===== config.mk =====
export PLATFORM = sky130hd
export DESIGN_NAME = vga_sync_gen
export DESIGN_NICKNAME = d
export VERILOG_FILES = /design/src/rtl/vga_sync_gen.sv
export SDC_FILE = /design/constraint.sdc
export NUM_CORES = 1
export LEC_CHECK = 0
export ABC_AREA = 1
export CAP_MARGIN = 20
export CORE_AREA = 3 3 78 80
export CTS_BUF_LIST = sky130_fd_sc_hd__clkbuf_8
export DETAILED_ROUTE_END_ITERATION = 6
export DIE_AREA = 0 0 81 83
export GPL_TIMING_DRIVEN = 0
export HOLD_SLACK_MARGIN = 0.05
export PLACE_DENSITY = 0.79
export SLEW_MARGIN = 0
export SYNTH_ARGS = -nofsm -noshare
export SYNTH_HDL_FRONTEND = slang
export SYNTH_SLANG_ARGS = --single-unit

===== constraint.sdc =====
create_clock -name clk_in -period 2.4 [get_ports clk_in]
set_input_delay 0.48 -clock clk_in [delete_from_list [all_inputs] [get_ports clk_in]]
set_output_delay 0.48 -clock clk_in [all_outputs]
set_load 0.05 [all_outputs]

===== src/rtl/vga_sync_gen.sv =====
// VGA raster timing generator, 800x600@60Hz at a 40 MHz pixel clock by default.
// A free-running horizontal/vertical counter pair is decoded into regions.
// Stage 1 registers the pixel request, the pixel coordinates and the raw syncs.
// Stage 2 registers the blanked RGB from upstream together with the syncs and DE,
// so everything at the pins lines up two clocks after the count.
module vga_sync_gen #(
  parameter int   H_ACTIVE = 800,
  parameter int   H_FP     = 40,
  parameter int   H_SYNC   = 128,
  parameter int   H_BP     = 88,
  parameter int   V_ACTIVE = 600,
  parameter int   V_FP     = 1,
  parameter int   V_SYNC   = 4,
  parameter int   V_BP     = 23,
  parameter logic HS_POL   = 1'b1,
  parameter logic VS_POL   = 1'b1,
  parameter int   RGB_W    = 16
) (
  input  logic             clk_in,
  input  logic             rst,
  output logic [10:0]      pixel_x,
  output logic [9:0]       pixel_y,
  output logic             pixel_req,
  input  logic [RGB_W-1:0] rgb_in,
  output logic             line_start,
  output logic             frame_start,
  output logic             vga_hs,
  output logic             vga_vs,
  output logic             vga_de,
  output logic [RGB_W-1:0] vga_rgb
);

  localparam logic [10:0] H_FP_START   = 11'(H_ACTIVE);
  localparam logic [10:0] H_SYNC_START = 11'(H_ACTIVE + H_FP);
  localparam logic [10:0] H_BP_START   = 11'(H_ACTIVE + H_FP + H_SYNC);
  localparam logic [10:0] H_LAST       = 11'(H_ACTIVE + H_FP + H_SYNC + H_BP - 1);
  localparam logic [9:0]  V_FP_START   = 10'(V_ACTIVE);
  localparam logic [9:0]  V_SYNC_START = 10'(V_ACTIVE + V_FP);
  localparam logic [9:0]  V_BP_START   = 10'(V_ACTIVE + V_FP + V_SYNC);
  localparam logic [9:0]  V_LAST       = 10'(V_ACTIVE + V_FP + V_SYNC + V_BP - 1);

  logic [10:0] hcnt;
  logic [9:0]  vcnt;
  logic        h_last, v_last;
  logic        h_act, v_act, in_active;
  logic        h_sync, v_sync;
  logic        hs1, vs1;

  // Region decode; >= on the terminal compare keeps the counters bounded.
  assign h_last    = (hcnt >= H_LAST);
  assign v_last    = (vcnt >= V_LAST);
  assign h_act     = (hcnt < H_FP_START);
  assign v_act     = (vcnt < V_FP_START);
  assign in_active = h_act & v_act;
  assign h_sync    = (hcnt >= H_SYNC_START) && (hcnt < H_BP_START);
  assign v_sync    = (vcnt >= V_SYNC_START) && (vcnt < V_BP_START);

  // Raster counters: hcnt wraps every line, vcnt advances on the hcnt wrap.
  always_ff @(posedge clk_in or posedge rst) begin
    if (rst) begin
      hcnt <= '0;
      vcnt <= '0;
    end else if (h_last) begin
      hcnt <= '0;
      vcnt <= v_last ? '0 : vcnt + 10'd1;
    end else begin
      hcnt <= hcnt + 11'd1;
    end
  end

  // Stage 1: pixel request to upstream, frame/line markers and raw syncs.
  // vs1 follows vcnt only, so vsync switches at hcnt=0, independent of hsync.
  always_ff @(posedge clk_in or posedge rst) begin
    if (rst) begin
      pixel_req   <= 1'b0;
      pixel_x     <= '0;
      pixel_y     <= '0;
      line_start  <= 1'b0;
      frame_start <= 1'b0;
      hs1         <= ~HS_POL;
      vs1         <= ~VS_POL;
    end else begin
      pixel_req   <= in_active;
      pixel_x     <= in_active ? hcnt : '0;
      pixel_y     <= in_active ? vcnt : '0;
      line_start  <= (hcnt == 11'd0) && v_act;
      frame_start <= (hcnt == 11'd0) && (vcnt == 10'd0);
      hs1         <= h_sync ? HS_POL : ~HS_POL;
      vs1         <= v_sync ? VS_POL : ~VS_POL;
    end
  end

  // Stage 2: capture upstream pixel while stage 1 is valid, delay syncs/DE to match.
  always_ff @(posedge clk_in or posedge rst) begin
    if (rst) begin
      vga_rgb <= '0;
      vga_hs  <= ~HS_POL;
      vga_vs  <= ~VS_POL;
      vga_de  <= 1'b0;
    end else begin
      vga_rgb <= pixel_req ? rgb_in : '0;
      vga_hs  <= hs1;
      vga_vs  <= vs1;
      vga_de  <= pixel_req;
    end
  end

endmodule


# [Yosys cells after proc, flatten, opt, wreduce, memory -nomap -nowiden]
# Index checks and enable logic that the tools add are counted.
[totals] inputBits=18 out_inout_bits=43 word_cells=37 regBits=66
[classes] muxes=7 bitwise_logic=1 magnitude_cmp=8 add_sub_neg=2 n_reduce_logical=6
[ops] cell="$lt A11 B10 Y1 const B" count=2
[ops] cell="$mux W11" count=2
[ops] cell="$ge A10 B10 Y1 const B" count=2
[ops] cell="$lt A10 B10 Y1 const B" count=2
[ops] cell="$mux W10" count=2
[ops] cell="$mux W16" count=1
[ops] cell="$add A11 B1 Y11 const B" count=1
[ops] cell="$ge A11 B10 Y1 const B" count=1
[ops] cell="$ge A11 B11 Y1 const B" count=1
[ops] cell="$logic_not A11 Y1" count=1
[ops] cell="$add A10 B1 Y10 const B" count=1
[ops] cell="$logic_not A10 Y1" count=1
[ops] cell="$logic_and A1 B1 Y1" count=4
[ops] cell="$mux W1" count=2
[ops] cell="$and A1 B1 Y1" count=1

# [Logic depth before layout (Yosys ltp)]
# Gate-level depths: netlist of run 1.
[logic_depth] word_depth=3 mapped_depth=10

# [Worst setup path after synthesis of run 1]
# No wires, ideal clock.
[synth_path] kind="register to register" from="register hcnt[0]" to="register vcnt[6]" path_slack_ps=1037 stages_incl_launch_ff=11 t_required_ps=2284 period_less_slack_ps=1363 arrival_ps=1247 path_cell_list="dfrtp_1 > ha_1 > nand2_1 > nor2_4 > inv_2 > nand2_1 > nor2_2 > nor2_4 > buf_6 > nand2_1 > nand2_1"
[synth_via] elab_chain_len=1
[synth_rtl] element="from (decl)" line="42" text="logic [10:0] hcnt;"
[synth_rtl] element="from (signal assigned)" line="67" text="hcnt <= hcnt + 11'd1;"
[synth_rtl] element="$ge A11 B11 Y1" line="50" text="assign h_last = (hcnt >= H_LAST);"
[synth_rtl] element="to (signal assigned)" line="65" text="vcnt <= v_last ? '0 : vcnt + 10'd1;"
[synth_rtl] element="to (decl)" line="43" text="logic [9:0] vcnt;"
# No other way between the ends.
# A chain may end at the register's enable or synchronous reset.

# [Worst setup path in the final report of run 1]
[layout_path] from="register pixel_req" to="output pixel_req"
[layout_lines] element="from (decl)" line="23" text="output logic pixel_req,"
[layout_lines] element="from (signal assigned)" line="83" text="pixel_req <= in_active;"
# No word-level cell between the ends.

==> results of run 1 <==
## power groups by stage
stage	sequential (mW)	combinational [mW]	clock, mW
finish	1.13	0.146	0.793
global placement	1.15	0.142	0
global route	1.13	0.158	0.878
detailed placement	1.15	0.148	0
CTS	1.13	0.148	0.812
floorplan	1.20	0.0261	0
## synthesized netlist by cell type, drive strengths merged
cell type / n / area share
ha: 5 / 0.022
nor4: 1 / 0.0022
inv: 51 / 0.068
a21oi: 2 / 0.0035
nor3: 7 / 0.012
conb: 1 / 0.0013
nand2: 74 / 0.10
nor2: 53 / 0.090
clkbuf: 2 / 0.0027
a31oi: 1 / 0.0022
nand4: 4 / 0.0089
xor2: 7 / 0.022
buf: 6 / 0.023
o21ai: 12 / 0.023
dfrtp: 66 / 0.59
nand3: 16 / 0.032
## state kept, by name, indices dropped and copies added, names as in the netlist
signal / flops
hs1: 1
vga_rgb: 16
pixel_y: 10
hcnt: 11
line_start: 1
vga_vs: 1
vga_hs: 1
vga_de: 1
pixel_req: 1
vcnt: 10
vs1: 1
frame_start: 1
pixel_x: 11
## worst paths after layout
path | startpoint | end | slack (ns) | cells after the start
setup / recovery | pixel_req | pixel_req | 0.42 | 1
hold / removal | hs1 | vga_hs | 0.35 | 0
setup reg to reg | vcnt[0] | vcnt[0] | 0.89 | 8
hold reg to reg | hs1 | vga_hs | 0.35 | 0
max in group asynchronous | rst | pixel_y[7] | 1.28 | 3
min in group asynchronous | rst | vga_rgb[2] | 0.53 | 2
## final cells by class
type	count	area [um2]	area share
Buffer	8	72.57	0.01959
Clock buffer	10	137.6	0.03716
Clock inverter	6	33.78	0.009122
Inverter	51	191.4	0.05169
Multi-Input combinational cell	183	905.9	0.2446
Sequential cell	66	1652	0.4459
Tap cell	72	90.09	0.02432
Timing Repair Buffer	61	620.6	0.1676
## logic make-up after synthesis
kind of cell               after synthesis  share of synthesized area
xor gates and xnor gates                 7                    0.02173
buffers and inverters                   59                    0.09357
DFF                                     66                     0.5854
and+or+nand+nor                        155                     0.2475
adders and majority gates                5                    0.02217
other                                    1                   0.001329
AOI/OAI and AO/OA                       15                    0.02838
## metal layers
layer,global-route usage,vias to the layer above,wire (um)
li1,-,1073,-
met1,0.2116,943,2189
met3,0.07158,8,398
met2,0.2689,66,2432
met4,0.06452,0,103
met5,0,-,0
==> impl_summary.log, run 1 <==
INFO  metric postLayoutSetupSlackWorst = 0.4167 ns
INFO  metric seqPwrFrac = 0.546
INFO  metric ys_ff_latch = 66
INFO  metric drt_wl_total = 5123 um
INFO  metric nFillCells = about 400
INFO  metric clock_insertion_delay_worst_skew = 0.34 ns
INFO  metric die-height = 83 um
INFO  metric rsz0062_at_grt = no
INFO  metric areaGrowthSynthToFinish = 31.26%
INFO  metric critical_path_arrival = 1.50 ns
INFO  metric pin_slew_with_the_least_headroom_to_its_limit = 0.5902 ns
INFO  metric drt_pre_antenna_iters = 4
INFO  metric wire_per_inst = 11.21 um
INFO  metric max-vdd-ir-drop = between 0.0002 and 0.0003 V
INFO  metric deepest_clock_path_buffer_count = 2
INFO  metric drv_cap = 0
INFO  metric ratio_of_cells_with_drive_above_1_in_the_final_layout = 0.1117
INFO  metric detail_route.iter0.violations = 86
INFO  metric max-slew-margin-rel = 0.6060
INFO  metric globalRouteOverflowTotal = 0
INFO  metric finalInstanceArea = roughly 3700 um2
INFO  metric post_synth_inst_count = 308
INFO  metric number_of_antenna_violations_at_the_first_check_in_global_routing = 0
INFO  metric detail_route.vias_per_cell = roughly 4.6
INFO  metric die_width = 81 um
INFO  metric placed_cells = 441
INFO  metric post_cts_resize_count = 0
INFO  metric crit_buf_inv = 1
INFO  metric cellInternalPower = 1.575 mW
INFO  metric layout_commonest_cell = sky130_fd_sc_hd__nand2_1
INFO  metric io_buffer_count = 60
INFO  metric static-leakage-power = 1.866 nW
INFO  metric design.final.nets = around 400
INFO  metric cts_buffers = 9
INFO  metric synth_cell_type_count = 25
INFO  metric postPlaceCellArea = 3532 um2
INFO  metric cts_setup_buffers = 0
INFO  metric p_switching = about 0.49 mW
INFO  metric detailed_place_hpwl = approximately 3800 um
INFO  metric grt_max_degree = 39
INFO  metric htree_levels = 3
INFO  metric critical_path_class = reg -> out
INFO  metric clk_root_buffer_cell = sky130_fd_sc_hd__clkbuf_8
INFO  metric num_vias = 2090
INFO  metric post-layout-total-power = 2.068 mW
INFO  metric die_area = 6723 um2
INFO  metric gp_routability_congestion = 0.8605
INFO  metric final.period_utilization = 0.8264
INFO  metric hold-worst-slack = 0.3527 ns
INFO  metric cp_max_fo = 3
INFO  metric clock-skew-final = 0.006461 ns
INFO  metric critical_path.endpoint_type = output pin
INFO  metric layout_min_cycle_time = 1.983 ns
INFO  metric cts_tree = yes
INFO  metric drt_drc_violations_left = 0
INFO  metric run_status = finished, final reports clean
INFO  metric crit_path_cell_trace = clkdlybuf4s50_1
INFO  metric worst_setup_path_start_kind = flop
INFO  metric post_layout_instance_count_excluding_filler_cells = 457
INFO  metric relative_contribution_of_the_clock_network_to_total_power = 0.383
INFO  metric clk_transition_reported_paths = 0.07 ns
INFO  metric setup_viol = 0
INFO  metric critPathSlowestCell = sky130_fd_sc_hd__clkdlybuf4s50_1
INFO  metric grt_util_all_layers = 0.1723
INFO  metric synth_sequential_area_ratio = 0.5854
INFO  metric final.setup.tns = 0 ns
INFO  metric number_of_global_route_vias_before_repair = 1984
INFO  metric clock_sink_count = 66
INFO  metric final_antenna_net_count = 0
INFO  metric critPathRequiredTime = 1.92 ns
INFO  metric power-per-cell-area = 558.5 nW/um2
INFO  metric crit_family = buffers and inverters
INFO  metric slew_violations = 0
INFO  metric most-common-layout-cells = sky130_fd_sc_hd__nand2_1, sky130_fd_sc_hd__dfrtp_1, sky130_fd_sc_hd__clkdlybuf4s50_1
INFO  metric max_stage_delay = between 0.8 and 0.9 ns
INFO  metric finish.utilization = 0.6767
INFO  metric antenna_cells_inserted = 0
INFO  metric initial_utilization = 0.5155
INFO  metric finalHoldViolCount = 0
INFO  metric grt_first_pass_wirelength = 8845 um
INFO  metric max_freq = 504.2 MHz
INFO  metric synth.net_count = 331
INFO  metric post_synth.cell_area_avg = 9.161 um2
INFO  metric pre_cts_ws = 0.7707 ns
INFO  metric io_pins = 61
INFO  metric syn_std_cell_area = around 2800 um2
INFO  metric cts-hold-fix-buffers = 0
INFO  metric floorplan.rows = 27
INFO  metric core_box_area = 5473 um2
INFO  metric swShare = 0.2384
INFO  metric comb_power_share = 0.070
INFO  metric hold_path_class = reg -> reg
INFO  metric synthesis.yosys.warnings = 0
(Power assumes the default switching activity.)
==> run 2, diff against run 1 <==
--- a/config.mk
+++ b/config.mk
@@ -7,13 +7,13 @@
 export LEC_CHECK = 0
 export ABC_AREA = 1
 export CAP_MARGIN = 20
-export CORE_AREA = 3 3 78 80
+export CORE_AREA = 3 3 82 84
 export CTS_BUF_LIST = sky130_fd_sc_hd__clkbuf_8
 export DETAILED_ROUTE_END_ITERATION = 6
-export DIE_AREA = 0 0 81 83
+export DIE_AREA = 0 0 85 87
 export GPL_TIMING_DRIVEN = 0
 export HOLD_SLACK_MARGIN = 0.05
-export PLACE_DENSITY = 0.79
+export PLACE_DENSITY = 0.75
 export SLEW_MARGIN = 0
 export SYNTH_ARGS = -nofsm -noshare
 export SYNTH_HDL_FRONTEND = slang
==> constraint.sdc (replaced) <==
create_clock -name clk_in -period 1.7 [get_ports clk_in]
set_input_delay 0.34 -clock clk_in [delete_from_list [all_inputs] [get_ports clk_in]]
set_output_delay 0.34 -clock clk_in [all_outputs]
set_load 0.05 [all_outputs]
==> run 2 against run 1 <==
  * Non-clock buffer count unchanged
  * Utilization decreased by 6.8 points
  * Via count increased by 2.9%
  * Final area decreased by 1.6%
  * Die area increased by 10%
  * Combinational power increased by 33%
  * Sequential share of layout area increased by 0.72 points
  * Final cell count increased by 0.44%
  * Register-to-register slack got worse by 0.71 ns
  * Global-route usage decreased by 0.63 points
  * Largest power group unchanged
==> impl_summary.log, run 2 (synthesis results as in run 1) <==
INFO  metric final.period_utilization = 0.9167
INFO  metric rsz0062_at_grt = no
INFO  metric run_status = finished, final reports clean
INFO  metric max_freq = approximately 640 MHz
INFO  metric floorplan.rows = 28
INFO  metric clock-skew-final = 0.008325 ns
INFO  metric largest_register_ff_count = 16
INFO  metric global_route.usage.met1 = 0.2089
INFO  metric gr-max-usage-layer = met2
INFO  metric number_of_antenna_violations_at_the_first_check_in_global_routing = 0
INFO  metric setup_viol = 0
INFO  metric most-common-layout-cells = sky130_fd_sc_hd__nand2_1, sky130_fd_sc_hd__dfrtp_1, sky130_fd_sc_hd__inv_1
INFO  metric clock_insertion_delay_worst_skew = 0.33 ns
INFO  metric worst_setup_path_start_kind = flop
INFO  metric layout_min_cycle_time = 1.558 ns
INFO  metric hold_path_class = reg -> reg
INFO  metric max_stage_delay = 0.55 ns
INFO  metric power-per-cell-area = 785.9 nW/um2
INFO  metric areaGrowthSynthToFinish = 29.18%
INFO  metric clk_root_buffer_cell = sky130_fd_sc_hd__clkbuf_8
INFO  metric drt_drc_violations_left = 0
INFO  metric final.setup.tns = 0 ns
INFO  metric cts_buffers = 9
INFO  metric die-height = roughly 87 um
INFO  metric pin_slew_with_the_least_headroom_to_its_limit = 0.5787 ns
INFO  metric wire_per_inst = 12.24 um
INFO  metric die_area = 7395 um2
INFO  metric critPathRequiredTime = around 1.4 ns
INFO  metric detail_route.iter0.violations = roughly 120
INFO  metric critical_path_class = reg -> out
INFO  metric gr-usage-met2 = 0.2719
INFO  metric grtUsageMet3 = 0.05014
INFO  metric antenna_cells_inserted = 0
INFO  metric r2r_worst_path_depth = 8
INFO  metric drv_cap = 0
INFO  metric slew_violations = 0
INFO  metric ratio_of_cells_with_drive_above_1_in_the_final_layout = 0.1120
INFO  metric cp_max_fo = 1
INFO  metric pre_cts_ws = ~0.20 ns
INFO  metric worst-path-stages = 1
INFO  metric grt_first_pass_wirelength = 9528 um
INFO  metric detailed_place_hpwl = about 4200 um
INFO  metric number_of_global_route_vias_before_repair = 2030
INFO  metric gp_routability_congestion = approximately 0.90
INFO  metric num_vias = 2150
INFO  metric final_antenna_net_count = 0
INFO  metric crit_buf_inv = 1
INFO  metric cts_tree = yes
INFO  metric grt_util_all_layers = 0.1660
INFO  metric grt_max_degree = 42
INFO  metric clk_transition_reported_paths = 0.07 ns
INFO  metric core_box_area = roughly 6000 um2
INFO  metric detail_route.vias_per_cell = 4.684
INFO  metric io_pins = 61
INFO  metric worst_hold_path.num_cells = 0
INFO  metric critPathSlowestCell = sky130_fd_sc_hd__dlygate4sd2_1
INFO  metric max-slew-margin-rel = 0.6134
INFO  metric deepest_clock_path_buffer_count = 2
INFO  metric drt_wl_total = 5617 um
INFO  metric postLayoutSetupSlackWorst = 0.1416 ns
INFO  metric reg_top3 = vga_rgb (16), hcnt (11), pixel_x (11)
INFO  metric max-vdd-ir-drop = 0.0004458 V
INFO  metric htree_levels = 3
INFO  metric critical_path_arrival = approximately 1.2 ns
INFO  metric largest-register = vga_rgb
INFO  metric design.final.nets = 403
INFO  metric critical_path.endpoint_type = output pin
INFO  metric crit_path_cell_trace = dlygate4sd2_1
INFO  metric clock_sink_count = between 60 and 70
INFO  metric crit_family = buffers and inverters
INFO  metric static-leakage-power = 1.974 nW
INFO  metric drt_pre_antenna_iters = 4
INFO  metric die_width = roughly 85 um
INFO  metric layout_commonest_cell = sky130_fd_sc_hd__nand2_1
INFO  metric finalHoldViolCount = 0
INFO  metric initial_utilization = 0.4710
INFO  metric globalRouteOverflowTotal = 0
INFO  metric io_buffer_count = 60
-- run 2: per-layer routing --
metal	vias up	wire length, um
met5	-	0
met3	8	403
met4	0	84
met1	990	2498
li1	1076	-
met2	76	2631
-- run 2: worst register-to-register path: cells and delay by family, from the launching register on --
kind                     cells  cell delay (ns)
adder cells (fa/ha/maj)      1             0.27
AO/OA/AOI/OAI                1             0.15
flip-flops                   1             0.43
AND/OR/NAND/NOR              6             0.59
-- run 2: timing repair --
| item | CTS | global route |
|---|---|---|
| hold endpoints to repair | 0 | 0 |
| buffers inserted | 0 | 0 |
| endpoints found under the setup margin | 43 | 0 |
| resized for setup | 43 | 0 |
| hold buffers | 0 | 0 |
-- run 2: worst paths after layout --
kind	start	endpoint	slack (ns)
max in group asynchronous	rst	vga_rgb[10]	0.72
worst min-delay path	hs1	vga_hs	0.36
worst max register to register	vcnt[0]	vcnt[8]	0.18
min in group asynchronous	rst	pixel_x[3]	0.41
worst max-delay path	pixel_x[10]	pixel_x[10]	0.14
worst min register to register	hs1	vga_hs	0.36
-- run 2: final cells by class --
class | count | area (um2)
Timing Repair Buffer | 61 | 566.8
Clock inverter | 6 | 35.03
Inverter | 51 | 195.2
Tap cell | 75 | 93.84
Buffer | 8 | 72.57
Sequential cell | 66 | 1652
Multi-Input combinational cell | 183 | 905.9
Fill cell | 529 | 2346
Clock buffer | 9 | 123.9
-- run 2: stage by stage --
step	util	hold slack (ns)	total power [mW]	instance area, um2	instances
2_1_floorplan	-	0.3312	1.738	2825	308
3_3_place_gp	0.5875	0.3318	1.827	3520	443
3_5_place_dp	0.5909	0.3466	1.837	3540	444
4_1_cts	0.6084	0.3618	2.894	3645	459
5_1_grt	0.6084	0.3682	2.995	3645	459
6_report	0.6084	0.3603	2.864	3645	459
-- run 2: power by group --
| group | total [mW] | internal (mW) | leakage (nW) | switching, mW |
|---|---|---|---|---|
| combinational | 0.194 | 0.0649 | 1.05 | 0.129 |
| sequential | 1.59 | 1.59 | 0.848 | 0.00432 |
| clock | 1.08 | 0.509 | 0.0806 | 0.567 |
